===== src/rtl/mask_bbox_tracker_pkg.sv =====
// ---------------------------------------------------------------------------
// mask_bbox_tracker_pkg
//   Shared definitions for the mask bounding-box tracker:
//   - default active frame size (H_ACT_DEF x V_ACT_DEF)
//   - coordinate and pixel-count widths
//   - empty-box sentinels (min = all ones, max = zero)
//   - tracker FSM state encoding
//   - bbox_t: packed bounding box + pixel count record
// ---------------------------------------------------------------------------
package mask_bbox_tracker_pkg;

    localparam int COORD_W   = 10;
    localparam int CNT_W     = 20;
    localparam int H_ACT_DEF = 640;
    localparam int V_ACT_DEF = 480;

    // Empty sentinels: any real coordinate pulls min down and max up.
    localparam logic [COORD_W-1:0] MIN_EMPTY = '1;
    localparam logic [COORD_W-1:0] MAX_EMPTY = '0;
    localparam logic [CNT_W-1:0]   CNT_MAX   = '1;

    typedef enum logic [1:0] {
        ST_IDLE    = 2'd0,
        ST_ACCUM   = 2'd1,
        ST_PUBLISH = 2'd2
    } trk_state_t;

    typedef struct packed {
        logic [COORD_W-1:0] xmin;
        logic [COORD_W-1:0] xmax;
        logic [COORD_W-1:0] ymin;
        logic [COORD_W-1:0] ymax;
        logic [CNT_W-1:0]   cnt;
    } bbox_t;

    localparam bbox_t BBOX_EMPTY = '{
        xmin: MIN_EMPTY,
        xmax: MAX_EMPTY,
        ymin: MIN_EMPTY,
        ymax: MAX_EMPTY,
        cnt:  '0
    };

endpackage


===== src/rtl/mask_bbox_tracker_run_filter.sv =====
// ---------------------------------------------------------------------------
// mask_run_filter
//   Horizontal run-length noise filter for the foreground mask stream.
//   Tracks the length of the current run of consecutive foreground pixels
//   (mask=0) along a row and only lets pixels through once the run has
//   reached MIN_RUN pixels.
//
//   Ports:
//     clk_25, rst_n    pixel clock, asynchronous active-low reset
//     valid            pixel strobe; state only advances on valid pixels
//     mask             0 = foreground, 1 = background
//     mask_x           pixel column
//     accept           current pixel extends a run already at/over MIN_RUN
//                      (count it alone)
//     accept_burst     current pixel brings the run to exactly MIN_RUN
//                      (count the whole MIN_RUN pixels at once)
//     run_start        first column of the run containing the current pixel
// ---------------------------------------------------------------------------
module mask_run_filter
    import mask_bbox_tracker_pkg::*;
#(
    parameter int MIN_RUN = 4
) (
    input  logic               clk_25,
    input  logic               rst_n,
    input  logic               valid,
    input  logic               mask,
    input  logic [COORD_W-1:0] mask_x,
    output logic               accept,
    output logic               accept_burst,
    output logic [COORD_W-1:0] run_start
);

    localparam logic [3:0] MIN_RUN_L = 4'(MIN_RUN);

    logic [3:0]         run_len;
    logic [3:0]         run_len_next;
    logic [COORD_W-1:0] prev_x;
    logic [COORD_W-1:0] start_q;
    logic [COORD_W:0]   prev_x_inc;
    logic               contiguous;
    logic               extend;
    logic               was_accepting;

    always_comb begin
        // One extra bit so prev_x=3FF never wraps onto column 0.
        prev_x_inc    = {1'b0, prev_x} + {{COORD_W{1'b0}}, 1'b1};
        contiguous    = ({1'b0, mask_x} == prev_x_inc);
        extend        = !mask && contiguous && (run_len != 4'd0);
        was_accepting = extend && (run_len >= MIN_RUN_L);

        run_len_next = 4'd0;
        run_start    = start_q;
        if (mask) begin
            run_len_next = 4'd0;
        end else if (extend) begin
            run_len_next = (run_len == 4'hF) ? 4'hF : run_len + 4'd1;
        end else begin
            run_len_next = 4'd1;
            run_start    = mask_x;
        end

        // Saturation can pin run_len at MIN_RUN (MIN_RUN=15), so the burst
        // is qualified on the run not having been accepted already.
        accept       = valid && was_accepting;
        accept_burst = valid && !mask && (run_len_next == MIN_RUN_L) && !was_accepting;
    end

    always_ff @(posedge clk_25 or negedge rst_n) begin
        if (!rst_n) begin
            run_len <= 4'd0;
            prev_x  <= '1;
            start_q <= '0;
        end else if (valid) begin
            run_len <= run_len_next;
            prev_x  <= mask_x;
            start_q <= run_start;
        end
    end

endmodule


===== src/rtl/mask_bbox_tracker.sv =====
// ---------------------------------------------------------------------------
// mask_bbox_tracker
//   Per-frame bounding box and pixel count of noise-filtered foreground in
//   the mask stream, published once per frame over a level/ack handshake.
//
//   Ports:
//     clk_25, rst_n      pixel clock, asynchronous active-low reset
//     enable             tracking enable, looked at only on frame start
//     min_count          minimum pixel count for obj_found
//     valid/mask         pixel strobe and mask bit (0 = foreground)
//     mask_x/mask_y      pixel coordinates
//     result_valid       output registers hold an unacknowledged result
//     result_ack         clears result_valid
//     result_ovf         sticky: a result overwrote an unacknowledged one
//     obj_found          pix_count >= min_count and pix_count != 0
//     x_min..y_max       bounding box (empty: min=3FF, max=0)
//     pix_count          accepted foreground pixels in the frame
//     sync_err           one-cycle pulse: frame start seen mid-frame
// ---------------------------------------------------------------------------
module mask_bbox_tracker
    import mask_bbox_tracker_pkg::*;
#(
    parameter int H_ACT   = H_ACT_DEF,
    parameter int V_ACT   = V_ACT_DEF,
    parameter int MIN_RUN = 4
) (
    input  logic               clk_25,
    input  logic               rst_n,
    input  logic               enable,
    input  logic [CNT_W-1:0]   min_count,
    input  logic               valid,
    input  logic               mask,
    input  logic [COORD_W-1:0] mask_x,
    input  logic [COORD_W-1:0] mask_y,
    output logic               result_valid,
    input  logic               result_ack,
    output logic               result_ovf,
    output logic               obj_found,
    output logic [COORD_W-1:0] x_min,
    output logic [COORD_W-1:0] x_max,
    output logic [COORD_W-1:0] y_min,
    output logic [COORD_W-1:0] y_max,
    output logic [CNT_W-1:0]   pix_count,
    output logic               sync_err
);

    localparam logic [COORD_W-1:0] X_LAST    = COORD_W'(H_ACT - 1);
    localparam logic [COORD_W-1:0] Y_LAST    = COORD_W'(V_ACT - 1);
    localparam logic [4:0]         BURST_INC = 5'(MIN_RUN);

    trk_state_t         state;
    bbox_t              acc;
    bbox_t              res;
    bbox_t              acc_from_cur;
    bbox_t              acc_from_clr;
    logic               accept;
    logic               accept_burst;
    logic [COORD_W-1:0] run_start;
    logic               fs;
    logic               fe;

    function automatic logic [COORD_W-1:0] cmin(input logic [COORD_W-1:0] a,
                                                input logic [COORD_W-1:0] b);
        return (b < a) ? b : a;
    endfunction

    function automatic logic [COORD_W-1:0] cmax(input logic [COORD_W-1:0] a,
                                                input logic [COORD_W-1:0] b);
        return (b > a) ? b : a;
    endfunction

    function automatic logic [CNT_W-1:0] sat_add(input logic [CNT_W-1:0] a,
                                                 input logic [4:0]       b);
        logic [CNT_W:0] s;
        s = {1'b0, a} + {{(CNT_W-4){1'b0}}, b};
        return s[CNT_W] ? CNT_MAX : s[CNT_W-1:0];
    endfunction

    // Fold one filtered pixel into a box. A burst credits the whole run that
    // just qualified, so x_min comes from the run start, not this pixel.
    function automatic bbox_t bbox_add(input bbox_t              b,
                                       input logic               burst,
                                       input logic               one,
                                       input logic [COORD_W-1:0] start,
                                       input logic [COORD_W-1:0] x,
                                       input logic [COORD_W-1:0] y);
        bbox_t r;
        r = b;
        if (burst) begin
            r.cnt  = sat_add(b.cnt, BURST_INC);
            r.xmin = cmin(b.xmin, start);
        end else if (one) begin
            r.cnt  = sat_add(b.cnt, 5'd1);
        end
        if (burst || one) begin
            r.xmax = cmax(b.xmax, x);
            r.ymin = cmin(b.ymin, y);
            r.ymax = cmax(b.ymax, y);
        end
        return r;
    endfunction

    mask_run_filter #(
        .MIN_RUN (MIN_RUN)
    ) u_run_filter (
        .clk_25       (clk_25),
        .rst_n        (rst_n),
        .valid        (valid),
        .mask         (mask),
        .mask_x       (mask_x),
        .accept       (accept),
        .accept_burst (accept_burst),
        .run_start    (run_start)
    );

    assign fs = valid && (mask_x == '0)     && (mask_y == '0);
    assign fe = valid && (mask_x == X_LAST) && (mask_y == Y_LAST);

    // Frame-start pixels are folded into freshly cleared accumulators.
    assign acc_from_cur = bbox_add(acc,        accept_burst, accept, run_start, mask_x, mask_y);
    assign acc_from_clr = bbox_add(BBOX_EMPTY, accept_burst, accept, run_start, mask_x, mask_y);

    always_ff @(posedge clk_25 or negedge rst_n) begin
        if (!rst_n) begin
            state        <= ST_IDLE;
            acc          <= BBOX_EMPTY;
            res          <= BBOX_EMPTY;
            obj_found    <= 1'b0;
            result_valid <= 1'b0;
            result_ovf   <= 1'b0;
            sync_err     <= 1'b0;
        end else begin
            sync_err <= 1'b0;

            // Publishing outranks a simultaneous ack.
            if (state != ST_PUBLISH && result_ack) begin
                result_valid <= 1'b0;
            end

            case (state)
                ST_IDLE: begin
                    if (fs && enable) begin
                        acc   <= acc_from_clr;
                        state <= ST_ACCUM;
                    end
                end
                ST_ACCUM: begin
                    if (fe) begin
                        acc   <= acc_from_cur;
                        state <= ST_PUBLISH;
                    end else if (fs) begin
                        sync_err <= 1'b1;
                        acc      <= acc_from_clr;
                        if (!enable) begin
                            state <= ST_IDLE;
                        end
                    end else if (valid) begin
                        acc <= acc_from_cur;
                    end
                end
                ST_PUBLISH: begin
                    res          <= acc;
                    obj_found    <= (acc.cnt >= min_count) && (acc.cnt != '0);
                    result_valid <= 1'b1;
                    result_ovf   <= result_ovf | (result_valid & ~result_ack);
                    state        <= ST_IDLE;
                end
                default: begin
                    state <= ST_IDLE;
                end
            endcase
        end
    end

    assign x_min     = res.xmin;
    assign x_max     = res.xmax;
    assign y_min     = res.ymin;
    assign y_max     = res.ymax;
    assign pix_count = res.cnt;

endmodule


===== config.mk =====
export PLATFORM = sky130hd
export DESIGN_NAME = mask_bbox_tracker
export DESIGN_NICKNAME = d
export VERILOG_FILES = /design/src/rtl/mask_bbox_tracker_pkg.sv /design/src/rtl/mask_bbox_tracker_run_filter.sv /design/src/rtl/mask_bbox_tracker.sv
export SDC_FILE = /design/constraint.sdc
export NUM_CORES = 1
export LEC_CHECK = 0
export BUFFER_PORTS_ARGS = -buffer_cell sky130_fd_sc_hd__buf_2
export CORE_ASPECT_RATIO = 0.7
export CORE_MARGIN = 4
export CORE_UTILIZATION = 55
export CTS_BUF_LIST = sky130_fd_sc_hd__clkbuf_4 sky130_fd_sc_hd__clkbuf_8
export CTS_CLUSTER_SIZE = 14
export DETAILED_ROUTE_END_ITERATION = 8
export HOLD_SLACK_MARGIN = 0.05
export PLACE_DENSITY_LB_ADDON = 0.08
export REMOVE_ABC_BUFFERS = 1
export SLEW_MARGIN = 0
export SYNTH_ARGS = -nofsm -noshare
export SYNTH_HDL_FRONTEND = slang
export SYNTH_HIERARCHICAL = 1
export SYNTH_SLANG_ARGS = --single-unit

===== constraint.sdc =====
create_clock -name clk_25 -period 4.9 [get_ports clk_25]
set_input_delay 1.47 -clock clk_25 [delete_from_list [all_inputs] [get_ports clk_25]]
set_output_delay 1.47 -clock clk_25 [all_outputs]
set_load 0.05 [all_outputs]

=== After elaboration in Yosys (flattened, before gate mapping) ===
Index checks and enable logic that the tools add are counted.

* Order comparisons: 10
* Multiplexer cells: 38
* Eq/ne operators: 12
* Reduce and logical (&&, ||, !) cells: 26
* Bitwise logic cells: 3
* Add/sub/neg operators: 4

{| class="wikitable"
|+ Operators with widths
! operator !! count
|-
| $mux W60 || 4
|-
| $mux W10 || 12
|-
| $pmux W60 S2 || 1
|-
| $mux W20 || 4
|-
| $mux W30 || 2
|-
| $add A20 B1 Y21 const B || 1
|-
| $add A20 B3 Y21 const B || 1
|-
| $ge A20 B20 Y1 || 1
|-
| $gt A10 B1 Y1 const B || 2
|-
| $gt A10 B10 Y1 || 2
|-
| $logic_not A10 Y1 || 2
|-
| $lt A10 B10 Y1 || 2
|-
| $lt A10 B10 Y1 const B || 2
|-
| $reduce_bool A20 Y1 || 1
|-
| $logic_and A1 B1 Y1 || 14
|-
| $mux W4 || 3
|-
| $add A10 B1 Y11 const B || 1
|-
| $eq A10 B11 Y1 || 1
|-
| $eq A10 B10 Y1 const B || 1
|-
| $eq A10 B9 Y1 const B || 1
|-
| $mux W2 || 4
|-
| $mux W1 || 6
|-
| $ne A3 B3 Y1 const B || 2
|-
| $reduce_and A3 Y1 || 2
|-
| 18 further kinds || 21
|}

* Output and inout bits: 64
* Register bits: 150

=== Longest topological paths before layout ===
Gate-level depths: netlist of run 1.

* Word-level depth: 15
* Depth in mapped cells: 15
* Mapped depth without buffers: 14

=== Modules after synthesis ===
Netlist of run 1, hierarchy kept.

{| class="wikitable"
|+ Modules (own cells, without submodules)
! module !! instances !! cells an instance !! area each (um^2)
|-
| mask_bbox_tracker || 1 || 712 || 7,020.5
|-
| mask_run_filter || 1 || 129 || 1,594.0
|}

=== Worst setup path after synthesis of run 1 ===
Ideal clock, no wire load.

* Path type: input port to flip-flop
* Start point: in mask_x[6]
* End point: reg acc[51] in the netlist's numbering
* Cell stages on the path: 14
* Path slack: 0.228 ns
* Buffers on the path: 1
* Arrival time: 4.588 ns
* Required time: 4.816 ns
* Setup time: 0.084 ns
* Path through: clkbuf_2 > a21oi_1 > mux2_2 > a32oi_1 > o21ai_4 > a21oi_4 > mux2_4 > ha_1 > a211o_1 > o211ai_1 > o2111ai_1 > a211oi_1 > a21oi_1 > o32a_2

{| class="wikitable"
|+ RTL lines
! what !! RTL line !! source
|-
| start: declaration || mask_bbox_tracker.sv:33 || <nowiki>input logic [COORD_W-1:0] mask_x,</nowiki>
|-
| $eq A10 B11 Y1 * || mask_bbox_tracker_run_filter.sv:48 || <nowiki>contiguous = ({1'b0, mask_x} == prev_x_inc);</nowiki>
|-
| $logic_and A1 B1 Y1 * (2 in series) || mask_bbox_tracker_run_filter.sv:49 || <nowiki>extend = !mask && contiguous && (run_len != 4'd0);</nowiki>
|-
| $mux W10 * || mask_bbox_tracker_run_filter.sv:56 || <nowiki>end else if (extend) begin</nowiki>
|-
| $mux W10 * || mask_bbox_tracker_run_filter.sv:54 || <nowiki>if (mask) begin</nowiki>
|-
| named net run_start[7] || mask_bbox_tracker.sv:58 || <nowiki>logic [COORD_W-1:0] run_start;</nowiki>
|-
| $lt A10 B10 Y1 || mask_bbox_tracker.sv:64 || <nowiki>return (b < a) ? b : a;</nowiki>
|-
| $mux W10 || mask_bbox_tracker.sv:64 ||
|-
| $mux W10 || mask_bbox_tracker.sv:89 || <nowiki>if (burst) begin</nowiki>
|-
| $mux W60 || mask_bbox_tracker.sv:157 || <nowiki>end else if (valid) begin</nowiki>
|-
| $mux W60 || mask_bbox_tracker.sv:151 || <nowiki>end else if (fs) begin</nowiki>
|-
| $mux W60 || mask_bbox_tracker.sv:148 || <nowiki>if (fe) begin</nowiki>
|-
| $pmux W60 S2 * || mask_bbox_tracker.sv:140 || <nowiki>case (state)</nowiki>
|-
| end signal: assignment || mask_bbox_tracker.sv:149 || <nowiki>acc <= acc_from_cur;</nowiki>
|-
| end signal: assignment || mask_bbox_tracker.sv:153 || <nowiki>acc <= acc_from_clr;</nowiki>
|-
| end signal: assignment || mask_bbox_tracker.sv:158 || <nowiki>acc <= acc_from_cur;</nowiki>
|-
| end: declaration || mask_bbox_tracker.sv:52 || <nowiki>bbox_t acc;</nowiki>
|}

Mark *: on every way through the listed nets, which the timed path passes. The rest lies on a longest branch. The select of a mux whose other input is x is not followed.
A chain may end at the register's enable or synchronous reset.

=== Worst setup path after layout of run 1 ===
* Start point: in mask_x[1]
* End point: reg acc[52] in the netlist's numbering

The elaborated chain is that of the path after synthesis.

==> flow_summary.rst, run 1 <==
.. list-table::
   :header-rows: 1

   * - Metric
     - Value
   * - Result of the run
     - finished, final reports clean
   * - Worst IR Drop VDD
     - 0.000179 V
   * - Share of the clock period used by the worst path after layout
     - 89.4%
   * - Layout overhead on the synthesized area
     - 14.7%
   * - Overflow left after global routing
     - 0
   * - Net count reported at finish
     - 1076
   * - Number of vias per cell
     - 5.96
   * - Fill cell total of the finished layout
     - 1170
   * - Proportion of netlist area held by the largest area contributor
     - 29.0%
   * - Distinct cells, synth
     - 85
   * - Number of global-route vias before repair
     - 6891
   * - Setup violation total in the final timing report
     - 0
   * - Post-CTS sizing
     - 0
   * - Quantity of hold-fixing buffers added after cts
     - 0
   * - Setup repair after global routing missed its margin
     - false
   * - TritonCTS clock tree
     - done
   * - Kind of cell adding the most delay to the critical path
     - compound AO/OA/AOI/OAI gates
   * - Top_reg_cell synth
     - dfrtp_1
   * - Row count
     - 37
   * - Maximum clock path buffer count
     - 2
   * - Routed wirelength normalized by instance count
     - 18.8 um
   * - Mean cell area of the mapped netlist
     - 10.2 um^2
   * - Count of flip-flops with a built-in enable after synthesis
     - 0
   * - Kind of critical path
     - input pin to register
   * - Maximum fanout count along the critical path
     - 7
   * - Maxcap violations
     - 0
   * - Data arrival time at the worst-slack endpoint
     - 4.78 ns
   * - Routability-driven placement congestion ratio
     - 0.919
   * - Number of hold violations in the final report
     - 0
   * - Number of buffers and inverters on the critical path
     - 3
   * - Count of antenna-violating nets left after detailed routing
     - 0
   * - Overall track demand over capacity in global routing
     - 25.0%
   * - Number of antenna violations at the first check in global routing
     - 1
   * - Fraction of synthesis flops using an asynchronous set or reset pin
     - 100%
   * - Yosys synthesis warning count
     - 6
   * - Number of detailed-routing iterations run before antenna repair
     - 5
   * - Wire length of the first global-routing pass
     - 35700 um
   * - Number of cells in the finished layout apart from fillers
     - 1173
   * - Cells after DPL
     - 1141
   * - Cell Pwr Density
     - 261 mW/mm^2
   * - Die boundary height
     - 113 um
   * - CORE AREA
     - 0.0150 mm^2
   * - Final cell utilization of the core
     - 65.8%
   * - Worst setup skew after layout
     - 0.0123 ns
   * - Delay contributed by the slowest stage of the critical path
     - 0.43 ns
   * - Portion of the post-synthesis area used by sequential elements
     - 44.3%
   * - Post CTS Setup Buffer Count
     - 0
   * - Clock latency on the worst-skew pair
     - 0.46 ns
   * - Highest achievable clock rate
     - 228 MHz
   * - Effective utilization at floorplan
     - 57.4%
   * - CTS clock-pin slew for the worst setup and hold paths
     - 0.09 ns
   * - DRC marker count from the first detailed-route iteration
     - 572
   * - Critical Path Start Type
     - input pin
   * - Root buffer selected by CTS
     - clkbuf_8
   * - Cell breakdown of the critical path
     - buf_2 -> xor2_1 -> a2111oi_2 -> o211ai_2 -> nor3_4 -> a21oi_4 -> buf_4 -> mux2_4 -> ha_1 -> a211o_1 -> o211ai_1 -> o2111ai_1 -> a211oi_1 -> buf_4 -> o21ai_4 -> o22a_1
   * - WL final
     - 22100 um
   * - Synth top area cells
     - dfrtp_1, dfstp_2, ha_1, o21ai_0, mux2_2
   * - Cell with the most instances on the worst path
     - buf_4
   * - DRC
     - 0
   * - Pin count of the biggest net entering global routing
     - 118
   * - Relative max-transition margin
     - 24.1%
   * - Die area
     - 0.0178 mm^2
   * - Worst endpoint required time
     - 5.30 ns
   * - Clock sink count
     - 150
   * - Static Leakage
     - 4.69 nW
   * - Number of I/O pins
     - 110
   * - Number of standard cells after synthesis
     - 841
   * - Proportion of layout cells with a drive suffix above 1
     - 30.7%
   * - Minimum period implied by the final worst setup slack
     - 4.38 ns
   * - Largest area contributor in the synthesized netlist
     - dfrtp_1
   * - Number of buffers inserted during clock tree synthesis
     - 17
   * - Number of pins with negative max-slew slack in the final report
     - 0
   * - Crit path capture type
     - register
   * - Tightest Hold Check Type
     - register to register
   * - Routed vias
     - 6989
   * - Horizontal die dimension
     - 158 um
   * - Critical-path cell with the highest stage delay
     - a2111oi_2
   * - Flops & latches, synth
     - 150
   * - Placed wire-length estimate
     - 16400 um
   * - Number of buffers inserted by port buffering
     - 109
   * - Worst slew pin tran
     - 1.14 ns
   * - CTS H-tree lvls
     - 4
   * - Syn Std Cell Area
     - 0.00861 mm^2
   * - Number of diodes
     - 0
## cells in the final DEF, fill, tap and decap left out, types with 11 or more instances in the layout
| master | synthesis | final |
|---|---|---|
| ha_1 | 65 | 65 |
| a21oi_1 | 49 | 49 |
| nand3_1 | 19 | 19 |
| nand2b_1 | 11 | 11 |
| buf_4 | 1 | 26 |
| inv_1 | 72 | 72 |
| nor2_1 | 32 | 32 |
| clkbuf_8 | 1 | 17 |
| nand4_1 | 19 | 19 |
| nand2_1 | 79 | 78 |
| a22o_1 | 16 | 16 |
| mux2i_1 | 11 | 11 |
| nor3_1 | 12 | 12 |
| mux2_2 | 27 | 27 |
| o21ai_0 | 74 | 74 |
| dfrtp_1 | 100 | 100 |
| buf_2 | 4 | 108 |
| a31oi_1 | 12 | 12 |
| dfstp_2 | 50 | 50 |
| mux2_4 | 20 | 20 |
## cells in the mapped netlist, types with 7 or more instances
cell / count
a211oi_1: 8
a21oi_1: 49
a22o_1: 16
a31oi_1: 12
and4_1: 7
clkbuf_1: 19
dfrtp_1: 100
dfstp_2: 50
ha_1: 65
inv_1: 72
mux2_2: 27
mux2_4: 20
mux2i_1: 11
nand2_1: 79
nand2b_1: 11
nand3_1: 19
nand4_1: 19
nor2_1: 32
nor3_1: 12
o21ai_0: 74
o22a_1: 7
xnor2_1: 8
## routing by layer
layer / track usage, % / up-vias / part of all wire (%) / wire length (um)
met3: 5.47 / 40 / 6.9 / 1510
met4: 6.53 / 2 / 1.3 / 295
met1: 37.9 / 3387 / 49 / 10700
li1: - / 3301 / - / -
met5: 0 / - / 0.059 / 13
met2: 36.5 / 259 / 43 / 9540
## cells by family (layout without fill, tap and decap cells)
group,Yosys count,count (layout),share of synthesized area [%]
multiplexers,60,60,8.55
AO/OA/AOI/OAI,231,231,18.1
flip-flops,150,150,44.3
AND/OR/NAND/NOR,221,221,13.4
XOR/XNOR,12,12,1.22
buffers and inverters,102,239,4.95
adder cells (fa/ha/maj),65,65,9.44
## cell type report
| class | instances | area [um^2] | area share (%) |
|---|---|---|---|
| Sequential cell | 150 | 3820 | 38.6 |
| Clock inverter | 15 | 180 | 1.82 |
| Tap cell | 195 | 244 | 2.47 |
| Timing Repair Buffer | 135 | 747 | 7.56 |
| Multi-Input combinational cell | 589 | 4390 | 44.4 |
| Inverter | 72 | 270 | 2.74 |
| Clock buffer | 17 | 234 | 2.37 |
## worst reg2reg max path: cells and delay by family, from the launching register on
family,cells,cell delay (ns)
AOI/OAI and AO/OA,9,1.77
DFF,1,0.62
adders and majority gates,2,0.57
buffers and inverters,2,0.37
muxes,1,0.32
and+or+nand+nor,1,0.26
xor gates and xnor gates,1,0.18
## metrics by stage
step	power (mW)	setup WS, ns	hold WS, ns	TNS, ns	cell area, um^2
after floorplan	1.46	-0.651	0.462	-8.15	8460
after global placement	1.57	0.272	0.452	0	9460
after detailed placement	1.58	0.0578	0.457	0	9460
after CTS	2.60	0.556	0.483	0	9880
after global routing	2.69	0.286	0.505	0	9880
final	2.58	0.518	0.478	0	9880
## flip-flops by register name (all words and copies together) (netlist names)
register	flops
acc	60
pix_count	20
u_run_filter/prev_x	10
u_run_filter/start_q	10
x_max	10
x_min	10
y_max	10
y_min	10
u_run_filter/run_len	4
state	2
obj_found	1
result_ovf	1
result_valid	1
sync_err	1
## worst paths after layout
kind | from | endpoint | slack [ns] | cells after the start
min in group asynchronous | rst_n | pix_count[8] | 1.10 | 1
worst max register to register | u_run_filter/prev_x[0] | acc[52] | 0.74 | 16
worst min-delay path | result_ovf | result_ovf | 0.48 | 1
worst max-delay path | mask_x[1] | acc[52] | 0.52 | 16
max in group asynchronous | rst_n | acc[59] | 2.89 | 2
worst min register to register | result_ovf | result_ovf | 0.48 | 1
## power by group
| group | total [mW] | leakage [nW] | internal [mW] | switching (mW) |
|---|---|---|---|---|
| clock network | 1.02 | 0.215 | 0.478 | 0.543 |
| logic | 0.269 | 2.62 | 0.118 | 0.151 |
| registers | 1.29 | 1.86 | 1.27 | 0.0234 |
Note: power is estimated with default switching activity, not from simulation.
==> run 2, diff against run 1 <==
--- a/config.mk
+++ b/config.mk
@@ -13,7 +13,7 @@
 export CTS_CLUSTER_SIZE = 14
 export DETAILED_ROUTE_END_ITERATION = 8
 export HOLD_SLACK_MARGIN = 0.05
-export PLACE_DENSITY_LB_ADDON = 0.08
+export PLACE_DENSITY = 0.81
 export REMOVE_ABC_BUFFERS = 1
 export SLEW_MARGIN = 0
 export SYNTH_ARGS = -nofsm -noshare
==> flow_summary.rst, run 2 (same netlist as run 1, synthesis figures left out) <==
.. list-table::
   :header-rows: 1

   * - Metric
     - Value
   * - Leading cell type in the layout, fill and taps excluded
     - buf_2
   * - Root buffer selected by CTS
     - clkbuf_8
   * - Overall track demand over capacity in global routing
     - 24.2% (-0.80 points)
   * - Worst IR Drop VDD
     - 0.000193 V (+7.8%)
   * - Number of buffers and inverters on the critical path
     - 1 (-2)
   * - Net load switching power
     - 0.701 mW (-2.2%)
   * - DRC marker count from the first detailed-route iteration
     - 611 (+6.8%)
   * - Worst endpoint required time
     - 5.29 ns (about the same)
   * - Critical Path Start Type
     - input pin
   * - Layout overhead on the synthesized area
     - 14.2%
   * - Highest achievable clock rate
     - 225 MHz (-1.3%)
   * - Combinational power share
     - 10.6% (+0.2 points)
   * - Data arrival time at the worst-slack endpoint
     - 4.83 ns (+0.05 ns)
   * - Post CTS Setup Buffer Count
     - 0 (unchanged)
   * - Cells after DPL
     - 1140 (-0.088%)
   * - Net count reported at finish
     - 1075 (-0.093%)
   * - Minimum period implied by the final worst setup slack
     - 4.44 ns (+0.0582 ns)
   * - Relative max-transition margin
     - 30.7% (+6.6 points)
   * - Number of buffers inserted by port buffering
     - 109 (unchanged)
   * - Hold path cells
     - 1 (unchanged)
   * - Number of detailed-routing iterations run before antenna repair
     - 5 (unchanged)
   * - Placed wire-length estimate
     - 15400 um (-6.0%)
   * - Routability-driven placement congestion ratio
     - 0.926 (+0.67%)
   * - Result of the run
     - finished, final reports clean
   * - Flip-flop count of the largest register, all copies and words added
     - 60 (unchanged)
   * - Number of hold violations in the final report
     - 0 (unchanged)
   * - Switching fraction of total power
     - 27.9% (+0.16 points)
   * - Routed wirelength normalized by instance count
     - 18.1 um (-4.0%)
   * - Crit path capture type
     - register
   * - Die area
     - 0.0178 mm^2 (unchanged)
   * - Kind of critical path
     - input pin to register
   * - Register-to-Register Path Depth
     - 14 (-2)
   * - Share of the clock period used by the worst path after layout
     - 90.6% (+1.2 points)
   * - Count of antenna-violating nets left after detailed routing
     - 0 (unchanged)
   * - Delay contributed by the slowest stage of the critical path
     - 0.44 ns (about the same)
   * - Number of I/O pins
     - 110 (unchanged)
   * - Setup violation total in the final timing report
     - 0 (unchanged)
   * - Critical R2R Launch
     - u_run_filter/prev_x[0]
   * - Post-CTS sizing
     - 0 (unchanged)
   * - Number of diodes
     - 0 (unchanged)
   * - CTS H-tree lvls
     - 4 (unchanged)
   * - Critical-path cell with the highest stage delay
     - a21oi_4
   * - Maximum fanout count along the critical path
     - 10 (+3)
   * - Final cell utilization of the core
     - 65.6% (-0.28 points)
   * - Cell Pwr Density
     - 255 mW/mm^2 (-2.4%)
   * - Wire length of the first global-routing pass
     - 34800 um (-2.6%)
   * - DRC
     - 0 (unchanged)
   * - Leading cell types in the layout, fill and taps excluded
     - buf_2, dfrtp_1, nand2_1
   * - Number of buffers inserted during clock tree synthesis
     - 17 (unchanged)
   * - Number of cells in the finished layout apart from fillers
     - 1172 (-0.085%)
   * - Maximum clock path buffer count
     - 2 (unchanged)
   * - Total power
     - 2.51 mW (-2.8%)
   * - Worst slew pin tran
     - 1.04 ns (-0.0956 ns)
   * - Pin count of the biggest net entering global routing
     - 109 (-7.6%)
   * - Row count
     - 37 (unchanged)
   * - Clock sink count
     - 150 (unchanged)
   * - CORE AREA
     - 0.0150 mm^2 (unchanged)
   * - Pint
     - 1.81 mW (-3.0%)
   * - Kind of cell adding the most delay to the critical path
     - compound AO/OA/AOI/OAI gates
   * - Static Leakage
     - 4.66 nW (-0.62%)
   * - Number of global-route vias before repair
     - 6702 (-2.7%)
   * - Maxcap violations
     - 0 (unchanged)
   * - Min-Delay Startpoint
     - result_ovf
   * - Cell breakdown of the critical path
     - buf_2 -> a21oi_1 -> mux2_2 -> a32oi_1 -> o21ai_4 -> a21oi_4 -> mux2_4 -> ha_1 -> a211o_1 -> o211ai_1 -> o2111ai_1 -> a21o_1 -> a21oi_2 -> o32a_2
   * - Clock share of power
     - 37.8% (-1.8 points)
   * - Overflow left after global routing
     - 0 (unchanged)
   * - Setup repair after global routing missed its margin
     - false
   * - Routed vias
     - 7040 (+0.73%)
   * - CTS clock-pin slew for the worst setup and hold paths
     - 0.09 ns (about the same)
   * - Final worst hold slack
     - 0.476 ns (-0.00219 ns)
   * - Number of pins with negative max-slew slack in the final report
     - 0 (unchanged)
   * - Horizontal die dimension
     - 158 um (unchanged)
   * - Quantity of hold-fixing buffers added after cts
     - 0 (unchanged)
   * - Clock latency on the worst-skew pair
     - 0.46 ns (about the same)
   * - Die boundary height
     - 113 um (unchanged)
   * - Register name with the most flops
     - acc
   * - Sink of the worst hold path
     - result_ovf
   * - WL final
     - 21200 um (-4.0%)
   * - TritonCTS clock tree
     - done
   * - Proportion of layout cells with a drive suffix above 1
     - 30.6% (-0.071 points)
   * - Worst setup skew after layout
     - 0.0192 ns (+0.00684 ns)
   * - Tightest Hold Check Type
     - register to register
   * - Effective utilization at floorplan
     - 57.4% (unchanged)
   * - Capture point of the worst reg-to-reg path
     - acc[57]
   * - Sequential power share
     - 51.5% (+1.5 points)
   * - Register-to-register path setup slack
     - 0.71 ns (-0.03 ns)
   * - Number of vias per cell
     - 6.01 (+0.82%)
   * - Number of antenna violations at the first check in global routing
     - 0 (-1)
[run 2: changes by cell type in the layout (fill, tap and decap cells not counted), sizes merged]
cell      before  now
bufinv         2    1
buf          135  134
clkinv         1    3
clkinvlp       0    2
clkbuf        17   18
inv           84   80
[run 2: worst max path at each step]
stage	start	endpoint	slack [ns]	cells after the start
6_report	mask_x[6]	acc[57]	0.46	14
5_1_grt	mask_x[5]	acc[57]	0.29	14
4_1_cts	mask_x[2]	acc[57]	0.52	14
3_5_place_dp	mask_x[6]	acc[50]	0.07	14
3_3_place_gp	mask_x[6]	acc[57]	0.15	14
2_1_floorplan	mask_x[1]	acc[30]	-0.65	11
[run 2: area by class of cell]
class	instances	area [um^2]
Clock buffer	18	241
Multi-Input combinational cell	589	4390
Clock inverter	14	139
Fill cell	1217	5160
Inverter	72	270
Tap cell	195	244
Timing Repair Buffer	134	739
Sequential cell	150	3820
[run 2: metrics by stage]
| stage | area [um^2] | setup TNS (ns) | setup slack [ns] |
|---|---|---|---|
| final | 9840 | 0 | 0.460 |
| after global routing | 9840 | 0 | 0.290 |
| after CTS | 9840 | 0 | 0.518 |
| after detailed placement | 9460 | 0 | 0.0702 |
| after global placement | 9460 | 0 | 0.151 |
| after floorplan | 8460 | -8.15 | -0.651 |
[run 2: per-layer routing]
metal | up-vias | track usage (%) | part of all wire, %
met1 | 3382 | 37.9 | 48
met3 | 29 | 4.82 | 9.1
met2 | 320 | 34.8 | 42
li1 | 3309 | - | -
met5 | - | 0 | 0
met4 | 0 | 5.50 | 1.1
[run 2: power groups by stage]
stage / Combinational [mW] / Clock [mW] / Sequential, mW
final: 0.267 / 0.949 / 1.29
after global routing: 0.299 / 1.02 / 1.29
after CTS: 0.267 / 0.964 / 1.29
after detailed placement: 0.265 / 0 / 1.31
after global placement: 0.254 / 0 / 1.31
after floorplan: 0.156 / 0 / 1.30
==> run 3, diff against run 2 <==
==> constraint.sdc (replaced) <==
create_clock -name clk_25 -period 4.2 [get_ports clk_25]
set_input_delay 0.84 -clock clk_25 [delete_from_list [all_inputs] [get_ports clk_25]]
set_output_delay 0.84 -clock clk_25 [all_outputs]
set_load 0.05 [all_outputs]
==> flow_summary.rst, run 3 (same netlist as run 1, synthesis figures left out) <==
.. list-table::
   :header-rows: 1

   * - Metric
     - Value
   * - Setup violation total in the final timing report
     - 0 (unchanged)
   * - Tightest Hold Check Type
     - input pin to asynchronous set/reset pin
   * - TritonCTS clock tree
     - done
   * - Data arrival time at the worst-slack endpoint
     - 4.36 ns (-0.47 ns)
   * - Horizontal die dimension
     - 158 um (unchanged)
   * - Net load switching power
     - 0.753 mW (+7.4%)
   * - Highest routed layer
     - met4
   * - Pint
     - 2.17 mW (+20%)
   * - Critical Path Start Type
     - register
   * - Number of antenna violations at the first check in global routing
     - 0 (unchanged)
   * - Worst slew pin tran
     - 1.04 ns (-0.000679 ns)
   * - Routed wirelength normalized by instance count
     - 17.9 um (-1.1%)
   * - Layout overhead on the synthesized area
     - 14.6%
   * - Flip-flop count of the largest register, all copies and words added
     - 60 (unchanged)
   * - Maximum clock path buffer count
     - 2 (unchanged)
   * - Static Leakage
     - 4.67 nW (+0.19%)
   * - CORE AREA
     - 0.0150 mm^2 (unchanged)
   * - Highest achievable clock rate
     - 252 MHz
   * - Number of buffers inserted by port buffering
     - 109 (unchanged)
   * - Root buffer selected by CTS
     - clkbuf_8
   * - Worst setup endpoint
     - acc[58]
   * - Cell Pwr Density
     - 296 mW/mm^2 (+16%)
   * - Result of the run
     - finished, final reports clean
   * - Critical R2R Launch
     - u_run_filter/prev_x[0]
   * - Met1 routed wirelength after detailed routing
     - 9990 um (-1.1%)
   * - Critical Path Start
     - u_run_filter/prev_x[0]
   * - CTS H-tree lvls
     - 4 (unchanged)
   * - Wire length of the first global-routing pass
     - 34400 um (-0.93%)
   * - Register-to-Register Path Depth
     - 15 (+1)
   * - DRC marker count from the first detailed-route iteration
     - 733 (+20%)
   * - Number of diodes
     - 0 (unchanged)
   * - Sum of met2 wire segment lengths after detailed routing
     - 8970 um (+0.61%)
   * - Pin count of the biggest net entering global routing
     - 109 (unchanged)
   * - Row count
     - 37 (unchanged)
   * - Clock share of power
     - 37.9% (about the same)
   * - Kind of critical path
     - register to register
   * - Combinational power share
     - 10.6% (about the same)
   * - Number of I/O pins
     - 110 (unchanged)
   * - Placed wire-length estimate
     - 15500 um (+0.77%)
   * - Final cell utilization of the core
     - 65.8% (+0.24 points)
   * - Register-to-register path setup slack
     - 0.22 ns (-0.49 ns)
   * - Clock sink count
     - 150 (unchanged)
   * - Minimum period implied by the final worst setup slack
     - 3.98 ns
   * - Setup TNS after final layout
     - 0 ns (unchanged)
   * - Capture point of the worst reg-to-reg path
     - acc[58]
   * - Maximum fanout count along the critical path
     - 9 (-1)
   * - Leading cell type in the layout, fill and taps excluded
     - buf_2
   * - Switching fraction of total power
     - 25.7% (-2.2 points)
   * - Net count reported at finish
     - 1075 (unchanged)
   * - Number of global-route vias before repair
     - 6771 (+1.0%)
   * - WL final
     - 21000 um (-1.1%)
   * - Overflow left after global routing
     - 0 (unchanged)
   * - Quantity of hold-fixing buffers added after cts
     - 0 (unchanged)
   * - Setup repair after global routing missed its margin
     - false
   * - Share of the clock period used by the worst path after layout
     - 94.6%
   * - Number of buffers inserted during clock tree synthesis
     - 17 (unchanged)
   * - Post CTS Setup Buffer Count
     - 0 (unchanged)
   * - Proportion of layout cells with a drive suffix above 1
     - 30.7% (+0.10 points)
   * - Delay contributed by the slowest stage of the critical path
     - 0.61 ns (+0.17 ns)
   * - Sequential power share
     - 51.5% (about the same)
   * - Cell with the most instances on the worst path
     - ha_1
   * - Overall track demand over capacity in global routing
     - 24.0% (-0.25 points)
   * - Number of vias per cell
     - 5.90 (-1.7%)
   * - Number of detailed-routing iterations run before antenna repair
     - 7 (+2)
   * - Leading cell types in the layout, fill and taps excluded
     - buf_2, dfrtp_1, nand2_1
   * - Routed vias
     - 6917 (-1.7%)
   * - Met3 Wirelength
     - 1770 um (-8.6%)
   * - Worst setup skew after layout
     - 0.0188 ns (-0.000314 ns)
   * - Critical-path cell with the highest stage delay
     - dfstp_2
   * - Register name with the most flops
     - acc
   * - DRC
     - 0 (unchanged)
   * - Clock latency on the worst-skew pair
     - 0.46 ns (about the same)
   * - Effective utilization at floorplan
     - 57.4% (unchanged)
   * - Worst endpoint required time
     - 4.58 ns (-0.71 ns)
   * - Number of pins with negative max-slew slack in the final report
     - 0 (unchanged)
   * - Cell breakdown of the critical path
     - ha_1 -> xor2_1 -> a2111oi_2 -> o211ai_2 -> nor3_4 -> a21oi_4 -> mux2_4 -> ha_1 -> and4_1 -> nand2_1 -> o2111ai_1 -> a211oi_2 -> buf_4 -> o21ai_4 -> o22a_1
   * - Relative max-transition margin
     - 30.7% (+0.045 points)
   * - CTS clock-pin slew for the worst setup and hold paths
     - 0.09 ns (about the same)
   * - Count of antenna-violating nets left after detailed routing
     - 0 (unchanged)
   * - Routability-driven placement congestion ratio
     - 0.910 (-1.7%)
   * - Die area
     - 0.0178 mm^2 (unchanged)
   * - Crit path capture type
     - register
   * - Die boundary height
     - 113 um (unchanged)
   * - Final worst hold slack
     - 0.390 ns (-0.0858 ns)
   * - Number of hold violations in the final report
     - 0 (unchanged)
   * - Worst IR Drop VDD
     - 0.000218 V (+13%)
   * - Maxcap violations
     - 0 (unchanged)
   * - Fill cell total of the finished layout
     - 1196 (-1.7%)
run 3: how the worst min path moves through the flow:
stage | startpoint | endpoint | slack [ns] | depth (start not counted)
floorplan | state[1] | state[0] | 0.46 | 1
global placement | y_max[4] | y_max[4] | 0.46 | 2
detailed placement | obj_found | obj_found | 0.46 | 2
CTS | rst_n | pix_count[9] | 0.41 | 1
global route | rst_n | pix_count[10] | 0.42 | 1
finish | rst_n | pix_count[10] | 0.39 | 1
run 3: final cells by class:
type,instances,area (um^2),area share [%]
multi-input cells,589,4400,44.6
clock inverters,12,129,1.31
repair buffers,134,752,7.62
flip-flops and latches,150,3820,38.7
well taps,195,244,2.47
inverters,72,270,2.74
clock buffers,20,263,2.66
run 3: routing by layer:
| layer | vias to the layer above | GRT usage (%) |
|---|---|---|
| met1 | 3305 | 36.2 |
| met3 | 20 | 6.08 |
| met5 | - | 0 |
| met4 | 0 | 5.16 |
| met2 | 290 | 35.0 |
| li1 | 3302 | - |
run 3: through the flow:
stage	area, um^2	cells	setup WS, ns	power (mW)
after floorplan	8460	811	-0.721	1.70
after global placement	9470	1140	0.0966	1.83
after detailed placement	9470	1140	-0.0447	1.84
after CTS	9870	1172	0.0555	2.94
after global routing	9870	1172	0.0107	3.04
final	9870	1172	0.225	2.93
run 3: timing repair:
action / in CTS / in global routing
gates resized for setup: 1 / 1
endpoints found under the setup margin: 3 / 20
pin swaps: 0 / 3
run 3: power groups by stage:
stage | logic (mW) | registers [mW] | clock network, mW
2_1_floorplan | 0.182 | 1.52 | 0
3_3_place_gp | 0.296 | 1.53 | 0
3_5_place_dp | 0.308 | 1.53 | 0
4_1_cts | 0.310 | 1.50 | 1.13
5_1_grt | 0.343 | 1.51 | 1.19
6_report | 0.311 | 1.51 | 1.11
run 3: worst max-delay path: cells and delay by family (launching register included):
family	cells	cell delay (ns)
buf+inv	1	0.17
xor+xnor	1	0.18
simple gates	3	0.59
fa+ha+maj	2	0.56
compound gates	7	1.45
flops	1	0.61
mux	1	0.36
